File: config.mk
export PLATFORM = sky130hd
export DESIGN_NAME = ps2_frame_controller
export DESIGN_NICKNAME = d
export VERILOG_FILES = /design/src/rtl/ps2_frame_controller.sv
export SDC_FILE = /design/constraint.sdc
export NUM_CORES = 1
export LEC_CHECK = 0
export CAP_MARGIN = 0
export CELL_PAD_IN_SITES_DETAIL_PLACEMENT = 2
export CELL_PAD_IN_SITES_GLOBAL_PLACEMENT = 2
export CORE_MARGIN = 8
export CORE_UTILIZATION = 41
export DETAILED_ROUTE_END_ITERATION = 10
export PLACE_DENSITY = 0.84
export SETUP_SLACK_MARGIN = 0.4
export SLEW_MARGIN = 20
export SYNTH_ARGS = -nofsm -noshare
export SYNTH_HDL_FRONTEND = slang
export SYNTH_SLANG_ARGS = --single-unit
File: constraint.sdc
create_clock -name CLK -period 6 [get_ports CLK]
set_input_delay 0.9 -clock CLK [delete_from_list [all_inputs] [get_ports CLK]]
set_output_delay 0.9 -clock CLK [all_outputs]
set_load 0.02 [all_outputs]
File: src/rtl/ps2_frame_controller.sv
// PS/2 receive frame sequencer: detects PS/2 clock falls, assembles and validates
// 11-bit frames, tracks E0/F0 prefixes and hands scan codes out via valid/ack.
module ps2_frame_controller #(
  parameter int TIMEOUT_CYCLES = 50000,
  parameter int CNT_W          = 16
) (
  input  logic       CLK,
  input  logic       RESET_N,
  input  logic       DEBOUNCED_DATA,
  input  logic       DEBOUNCED_SLOW_CLOCK,
  input  logic       SCAN_ACK,
  output logic [7:0] SCAN_CODE,
  output logic       EXTENDED,
  output logic       RELEASE,
  output logic       SCAN_VALID,
  output logic       OVERRUN,
  output logic       FRAME_ERROR,
  output logic [1:0] ERROR_CODE
);

  localparam logic [1:0] IDLE  = 2'd0;
  localparam logic [1:0] SHIFT = 2'd1;
  localparam logic [1:0] CHECK = 2'd2;

  // Counter stops one short so the error lands TIMEOUT_CYCLES-1 CLKs after the last fall
  localparam logic [CNT_W-1:0] TO_LAST = CNT_W'(TIMEOUT_CYCLES - 2);
  localparam logic [CNT_W-1:0] CNT_ONE = CNT_W'(1);

  logic [1:0]       state;
  logic             prev_ps2clk;
  logic [3:0]       bit_cnt;
  logic [9:0]       shift_reg;  // {stop, parity, data[7:0]} once full
  logic [CNT_W-1:0] tcnt;
  logic             ext_flag;
  logic             rel_flag;
  logic             fall;
  logic             stop_bad;
  logic             parity_bad;
  logic [7:0]       rx_byte;

  assign fall       = prev_ps2clk & ~DEBOUNCED_SLOW_CLOCK;
  assign rx_byte    = shift_reg[7:0];
  assign stop_bad   = ~shift_reg[9];
  assign parity_bad = ~(^shift_reg[8:0]);

  always_ff @(posedge CLK or negedge RESET_N) begin
    if (!RESET_N) begin
      state       <= IDLE;
      prev_ps2clk <= 1'b1;
      bit_cnt     <= 4'd0;
      shift_reg   <= 10'd0;
      tcnt        <= '0;
      ext_flag    <= 1'b0;
      rel_flag    <= 1'b0;
      SCAN_CODE   <= 8'h00;
      EXTENDED    <= 1'b0;
      RELEASE     <= 1'b0;
      SCAN_VALID  <= 1'b0;
      OVERRUN     <= 1'b0;
      FRAME_ERROR <= 1'b0;
      ERROR_CODE  <= 2'b00;
    end else begin
      prev_ps2clk <= DEBOUNCED_SLOW_CLOCK;
      OVERRUN     <= 1'b0;
      FRAME_ERROR <= 1'b0;
      if (SCAN_VALID && SCAN_ACK) SCAN_VALID <= 1'b0;

      case (state)
        IDLE: begin
          if (fall && !DEBOUNCED_DATA) begin
            state   <= SHIFT;
            bit_cnt <= 4'd1;
            tcnt    <= '0;
          end
        end
        SHIFT: begin
          if (fall) begin
            shift_reg <= {DEBOUNCED_DATA, shift_reg[9:1]};
            bit_cnt   <= bit_cnt + 4'd1;
            tcnt      <= '0;
            if (bit_cnt == 4'd10) state <= CHECK;
          end else if (tcnt == TO_LAST) begin
            state       <= IDLE;
            FRAME_ERROR <= 1'b1;
            ERROR_CODE  <= 2'b11;
            ext_flag    <= 1'b0;
            rel_flag    <= 1'b0;
          end else begin
            tcnt <= tcnt + CNT_ONE;
          end
        end
        CHECK: begin
          state <= IDLE;
          if (stop_bad || parity_bad) begin
            FRAME_ERROR <= 1'b1;
            ERROR_CODE  <= stop_bad ? 2'b10 : 2'b01;
            ext_flag    <= 1'b0;
            rel_flag    <= 1'b0;
          end else if (rx_byte == 8'hE0) begin
            ext_flag <= 1'b1;
          end else if (rx_byte == 8'hF0) begin
            rel_flag <= 1'b1;
          end else begin
            ext_flag <= 1'b0;
            rel_flag <= 1'b0;
            // An ack on this edge frees the register, so the new code takes its place
            if (!SCAN_VALID || SCAN_ACK) begin
              SCAN_CODE  <= rx_byte;
              EXTENDED   <= ext_flag;
              RELEASE    <= rel_flag;
              SCAN_VALID <= 1'b1;
            end else begin
              OVERRUN <= 1'b1;
            end
          end
        end
        default: state <= IDLE;
      endcase
    end
  end

endmodule

# == Yosys cells after proc, flatten, opt, wreduce, memory -nomap -nowiden ==
# Cells that the tools add are included.
# classes
add_sub_neg,2
n_eq_ne,16
n_mux,42
bitwise_logic,7
reduce_logical,18
# ops
operator,n
$mux W16,3
$pmux W16 S2,1
$mux W1,22
$add A16 B1 Y16 const B,1
$eq A16 B16 Y1 const B,1
$eq A8 B8 Y1 const B,2
$mux W2,8
$ne A3 B3 Y1 const B,4
$reduce_and A4 Y1,3
$ne A2 B2 Y1 const B,5
$reduce_and A3 Y1,3
$reduce_xor A9 Y1,1
$mux W4,2
$pmux W2 S2,2
$pmux W4 S2,1
$not A1 Y1,6
$pmux W1 S2,3
$reduce_and A5 Y1,1
$add A4 B1 Y4 const B,1
$eq A4 B4 Y1 const B,1
$ne A4 B4 Y1 const B,1
$reduce_bool A2 Y1,2
$eq A2 B1 Y1 const B,1
$eq A2 B2 Y1 const B,1
other kinds (6),9
# word_totals
reg_bits,50
input_bits,5

# == Depth between registers and ports, before layout ==
# depth
depth_word,7
depth_mapped,8
depth_no_buf,7

# == Worst setup path after synthesis ==
# OpenSTA, ideal clock, no wires.
# synth_path
kind,input to register
startpoint,input DEBOUNCED_SLOW_CLOCK
endpoint,register tcnt[1]
setup_time_ps,125
arrival_time_ps,2230
required_time_ps,5875
slack_ps,3645
stages,4
path_cell_list,or3b_2 a21oi_1 a21o_1 mux2_4
# synth_between
elab_chain_len,5
word_cells_on_any_way,8
cone_classes,eq/ne: 2; mux: 2; bitwise: 2; reduce/logical: 2
# synth_lines
item,line,source
start: declaration,10,"input logic DEBOUNCED_SLOW_CLOCK,"
$not A1 Y1 *,41,assign fall = prev_ps2clk & ~DEBOUNCED_SLOW_CLOCK;
$and A1 B1 Y1 *,41,
$logic_and A1 B1 Y1,70,if (fall && !DEBOUNCED_DATA) begin
$ne A2 B2 Y1 (no line),n/a,
$reduce_and A3 Y1 (no line),n/a,
end signal: assignment,89,tcnt <= tcnt + CNT_ONE;
end: declaration,33,logic [CNT_W-1:0] tcnt;
# Mark *: on every way between the ends. The rest lies on a longest branch, timed or not.
# A chain may end at the register's enable or synchronous reset.

# == Worst setup path after layout ==
# layout_path
startpoint,register shift_reg[1]
endpoint,register SCAN_CODE[6]
# layout_between
elab_chain_len,5
word_cells_on_any_way,9
cone_classes,eq/ne: 2; bitwise: 4; reduce/logical: 3
# layout_lines
item,line,source
start: declaration,32,logic [9:0] shift_reg;
start signal: assignment,78,"shift_reg <= {DEBOUNCED_DATA, shift_reg[9:1]};"
$reduce_xor A9 Y1,44,assign parity_bad = ~(^shift_reg[8:0]);
$not A1 Y1,44,
$logic_or A1 B1 Y1,94,if (stop_bad || parity_bad) begin
$not A1 Y1 (no line),n/a,
$reduce_and A5 Y1 (no line) *,n/a,
end signal: assignment,108,SCAN_CODE <= rx_byte;
end: declaration,12,"output logic [7:0] SCAN_CODE,"
# Marked as above.

==> flow_summary.yaml <==
floorplan:
  dieArea_um2: 8880
  die_x_um: 94.3
  start_util_pct: 42.4
  ios: 20
  rows: 28
  coreArea_um2: 5920
  die_y_um: 94.3
synth:
  synth-seq-cells: 50
  syn_inst: 239
  syn_nets: 256
  ys.flop_type: "dfrtp_1"
  yosysUniqueCellTypes: 47
  yosysTopAreaCellShare_pct: 48.8
  ys_seq_area_share_pct: 49.9
  async_flop_share_pct: 100
  synth_edf_count: 0
  synth.avg_cell_area_um2: 10.5
  syn_area_um2: 2510
  yosys_warnings: 0
  netlist.top_cell.by_area: "dfrtp_1"
  synth_area_leaders: "dfrtp_1 (49%), mux2_2 (6.7%), ha_1 (6.0%)"
setup_path:
  worstReg2RegEnd: "SCAN_CODE[6]$_DFFE_PN0P_"
  cp-start-kind: "register"
  rr_startpoint: "shift_reg[1]$_DFFE_PN0P_"
  end_kind: "register"
  worstSetupPathType: "reg2reg"
  reg2regPathDepth: 7
  cp-endpoint: "SCAN_CODE[6]$_DFFE_PN0P_"
  critPathLaunch: "shift_reg[1]$_DFFE_PN0P_"
  crit_required_ps: 6190
  rrSetupSlack_ps: 2900
  critPathMaxFanout: 10
  arrival_ps: 3290
run_status:
  status: "finished clean"
clocking:
  cts_setup_buffers: 0
  root_buffer: "clkbuf_8"
  cts_tree: "built"
  cts-buffers-inserted: 5
  htreeDepth: 2
  cts_resized: 0
  cts_sinks: 50
  insertion_delay_ps: 310
  path_clk_slew_ps: 90
  clock_path_buffers: 2
  holdBufCountCts: 0
timing:
  final_hold_viol_count: 0
  final.setup_skew_ps: 8.42
  final-setup-viol-count: 0
  period_needed_ps: 3100
  worst_slew_pin_slew_ps: 931
  timing.hold.ws_ps: 515
  fmax_ghz: 0.323
  rsz0062_at_grt: "no"
  slew_headroom_pct: 37.8
  drv_slew: 0
  finalCritPeriodShare_pct: 51.7
  fin_setup_tns_ps: 0
  setup_ws_ps: 2900
cells_and_area:
  layout_commonest_cell: "dfrtp_1"
  multi_input_area_um2: 1170
  nNetsFinal: 279
  areaGrowthSynthToFinish_pct: 16.3
  largest_register_ffs: 16
  n_antenna_cell: 0
  final_core_util_pct: 49.3
  fin_cells: 338
  drive_gt1_share_pct: 11.4
  final_cell_area_um2: 2920
  regArea_um2: 1250
  nFillCells: 618
  final_cell_mix: "dfrtp_1 (49), nor2_1 (18), clkdlybuf4s50_1 (18)"
routing:
  drtPass1Iterations: 3
  num_vias: 1880
  drtIter0Drc: 65
  vias_per_cell: 5.56
  wl_per_cell_um: 18.8
  drcViolationCount: 0
  antenna_left: 0
  drt_wl_total_um: 6360
power:
  p_leak_nw: 1.32
  pwr_density_cell_nw_per_um2: 385
  power_mw: 1.12
  ir_drop_mv: 0.190
placed_design:
  dp.cells: 330
  io_buffer_count: 19
  gp_congestion: 0.739
  place.detailed.hpwl_um: 4850
  post-place-ws_ps: 2720
  dpl_cell_area_um2: 2780
job:
  maxCapViolations: 0
grt:
  grt_remaining_overflow: 0
  grt_pass1_wl_um: 10800
  grt_start_max_net_pins: 51
  grt_antenna_before_repair: 0
  grt_pass1_vias: 2103
  grt_usage_pct: 15.6
worst_hold_path:
  min_delay_path_depth: 2
  worstHoldPathType: "reg2reg"
  hp-start: "shift_reg[3]$_DFFE_PN0P_"
==> worst min-delay path by stage <==
| stage | end | slack (ps) |
|---|---|---|
| 2_1_floorplan | shift_reg[0]$_DFFE_PN0P_ | 470 |
| 3_3_place_gp | shift_reg[0]$_DFFE_PN0P_ | 490 |
| 3_5_place_dp | shift_reg[3]$_DFFE_PN0P_ | 500 |
| 4_1_cts | shift_reg[3]$_DFFE_PN0P_ | 530 |
| 5_1_grt | SCAN_CODE[5]$_DFFE_PN0P_ | 540 |
| 6_report | shift_reg[3]$_DFFE_PN0P_ | 520 |
==> critical path, stage by stage (launching register included) <==
cell	delay [ps]
dfrtp_1	380
inv_1	70
ha_1	280
xnor3_1	400
xnor2_1	410
nand3_1	240
nor2b_1	780
mux2_2	430
==> power breakdown <==
| group | switching (mW) | leakage (nW) | internal, mW |
|---|---|---|---|
| sequential | 0.0646 | 0.665 | 0.393 |
| combinational | 0.213 | 0.587 | 0.157 |
| clock | 0.117 | 0.0714 | 0.178 |
| total | 0.395 | 1.32 | 0.728 |
==> layout make-up <==
| cell class | count | area share (%) |
|---|---|---|
| sequential | 50 | 42.9 |
| multi-input combinational | 168 | 40.1 |
| timing repair buffer | 21 | 6.86 |
| tap | 75 | 3.21 |
| clock buffer | 6 | 2.83 |
| clock inverter | 2 | 2.06 |
| inverter | 16 | 2.06 |
==> cells in the mapped netlist, types with 5 or more instances <==
master and number:
xnor2_1 10, nor2_1 18, nor3_1 7, o21ai_0 15, nand3_1 9, nand4_1 5
inv_1 15, nand2_1 17, ha_1 12, dfrtp_1 49, mux2_2 15, a21oi_1 12
==> per-layer routing <==
layer | GRT usage, % | part of all wire [%] | vias up
met2 | 27.8 | 54 | 19
met1 | 18.0 | 42 | 971
met4 | 5.02 | 1.2 | 0
li1 | - | - | 881
met3 | 3.12 | 2.8 | 9
met5 | 0 | 0 | -
==> cells by family (layout without fill, tap and decap cells) <==
kind of cell               after synthesis  after routing  share of synthesized area [%]
AOI/OAI and AO/OA                       40             40                           9.37
xor gates and xnor gates                15             15                           5.78
adders and majority gates               12             12                           5.98
buffers and inverters                   21             45                           3.49
DFF                                     50             50                           49.9
muxes                                   18             18                           8.12
and+or+nand+nor                         83             83                           17.4
No activity file was read; power rests on OpenSTA's default activity.
==> patch: new RTL, same flow settings <==
Change the parameter `CNT_W` from 16 to 24.
--- a/src/rtl/ps2_frame_controller.sv
+++ b/src/rtl/ps2_frame_controller.sv
@@ -4,3 +4,3 @@
   parameter int TIMEOUT_CYCLES = 50000,
-  parameter int CNT_W          = 16
+  parameter int CNT_W          = 24
 ) (
Formal check against the unedited RTL: no difference found for any inputs over 10 cycles, from zero or initial values and one cycle with RESET_N low; that may be too few to reach the edited logic, so the function may still have changed.
==> patch against the original RTL <==
  * Non-clock buffer count is the same
  * First-iteration DRC count up 120%
  * Fmax down 2.0%
  * Clock power increased by 43%
  * Wire length increased by 35%
  * Die area increased by 17%
  * Power increased by 35%
  * Final area up 22%
  * Setup slack got worse by 0.064 ns
  * Sequential cell count rose by 8
  * Area after synthesis is 21% higher
  * Critical path type unchanged
  * Largest cell class is now multi-input combinational cells
  * Largest power group is now combinational cells
==> patch: results (changes against the original RTL) <==
| Metric | Value |
|---|---|
| Status | finished, final reports clean |
| Synth top area cells | dfrtp_1 (47%), mux2_2 (7.0%), ha_1 (4.9%) |
| Xor/xnor share of the synthesized area | 0.0305 (-0.0273) |
| Synth top cells by count | dfrtp_1 (57), nand2_1 (28), o21ai_0 (28), mux2_2 (19), nor2_1 (18) |
| Drt total wl | 8560 um (+35%) |
| Post-synthesis compound-gate area fraction | 0.136 (+0.0419) |
| # fillers | 784 (+27%) |
| Largest family of logic cells by synthesized area | simple AND/OR/NAND/NOR gates |
| WHS Endpoint | SCAN_CODE[6]$_DFFE_PN0P_ |
| R2r setup slk | 2.84 ns (-0.06 ns) |
| Starting DRT DRC Count | 140 (+120%) |
| Final hold slack | 0.505 ns (-0.00975 ns) |
| Layout cells sized above 1 | 0.155 (+0.0412) |
| Vias/cell | 5.81 (+4.5%) |
| Mux share of post-synthesis cell area | 0.0738 (-0.00746) |
| Syn nets | 309 (+21%) |
| H-tree Lvls | 3 (+1) |
| Max reg flops | 24 (+8) |
| Total track usage | 0.183 (+0.0274) |
| Vias in the first global route | 2,800 (+33%) |
| TritonCTS Buffers | 9 (+4) |
| HP Start | SCAN_CODE[6]$_DFFE_PN0P_ |
| Slew HR | 0.408 (+0.0298) |
| Cells on Worst Hold Path | 1 (-1) |
| Seq/Total Area, Yosys | 0.478 (-0.0204) |
| Global-route wire length before repair | 14,600 um (+35%) |
| Post-DP HPWL | 5890 um (+22%) |
| Drt first pass iters | 4 (+1) |
| Worst clock skew | 0.0122 ns (+0.00376 ns) |
| Worst skew pair latency | 0.34 ns (+0.03 ns) |
| Largest net degree at the start of global routing | 59 (+16%) |
| Reg2reg start | shift_reg[4]$_DFFE_PN0P_ |
| Nets | 334 (+20%) |
| Synth Area in Adders | 0.0494 (-0.0103) |
| GPL Wtd Cong | 0.760 (+3.0%) |
==> patch: cell types whose count changed after synthesis, sizes merged, moves of 3 or more <==
cell | before | now
nor4b | 0 | 3
nor3 | 7 | 4
a221o | 0 | 3
and3 | 2 | 6
o21ai | 16 | 28
a31oi | 1 | 4
xor2 | 4 | 0
nand2 | 17 | 28
mux2 | 16 | 19
nor4 | 1 | 9
dfrtp | 49 | 57
inv | 15 | 12
a22o | 0 | 4
==> patch: metrics by stage <==
step | utilization | setup slack, ns | area, um2 | cells
after detailed placement | 0.460 | 2.78 | 3320 | 405
final | 0.492 | 2.84 | 3550 | 421
after global routing | 0.492 | 2.56 | 3550 | 421
after CTS | 0.492 | 2.77 | 3550 | 421
after floorplan | - | 3.80 | 3040 | 292
after global placement | 0.460 | 2.98 | 3320 | 405
==> patch: worst max-delay path by stage <==
stage                             startpoint                        to  slack [ns]
floorplan           shift_reg[4]$_DFFE_PN0P_      EXTENDED$_DFFE_PN0P_        3.80
global placement    shift_reg[4]$_DFFE_PN0P_  SCAN_CODE[2]$_DFFE_PN0P_        2.98
detailed placement  shift_reg[4]$_DFFE_PN0P_  SCAN_CODE[5]$_DFFE_PN0P_        2.78
CTS                 shift_reg[4]$_DFFE_PN0P_  SCAN_CODE[0]$_DFFE_PN0P_        2.77
global route        shift_reg[4]$_DFFE_PN0P_  SCAN_CODE[0]$_DFFE_PN0P_        2.56
finish              shift_reg[4]$_DFFE_PN0P_  SCAN_CODE[0]$_DFFE_PN0P_        2.84
==> patch: routing by layer <==
metal,vias up,global-route usage,routed length [um]
li1,1122,-,-
met1,1283,0.234,4060
met2,29,0.301,4180
met3,13,0.0307,196
met4,0,0.0700,129
met5,-,0,0
==> patch: final cells by class <==
cell class | instances | area share
clock inverter | 4 | 0.0208
multi-input combinational | 215 | 0.422
timing repair buffer | 21 | 0.0564
clock buffer | 12 | 0.0437
tap | 99 | 0.0349
sequential | 58 | 0.409
inverter | 12 | 0.0127
==> patch: critical path, stage by stage, from the launching register on <==
cell and delay, ns:
dfrtp_1 0.39, inv_1 0.08, ha_1 0.34, xnor3_1 0.40, xnor2_1 0.45, nand3_1 0.22, nor2b_1 0.74, mux2_2 0.42
==> patch: logic make-up (layout without fill, tap and decap cells) <==
kind of cell,count (synthesis),count (layout)
simple gates,108,108
buf+inv,19,49
flops,58,58
xor+xnor,9,9
mux,20,20
fa+ha+maj,12,12
compound gates,66,66
==> patch: report_power, final <==
group	switching [mW]	total, mW	internal [mW]
combinational	0.330	0.557	0.227
sequential	0.0727	0.539	0.466
clock	0.164	0.421	0.257
total	0.567	1.52	0.950
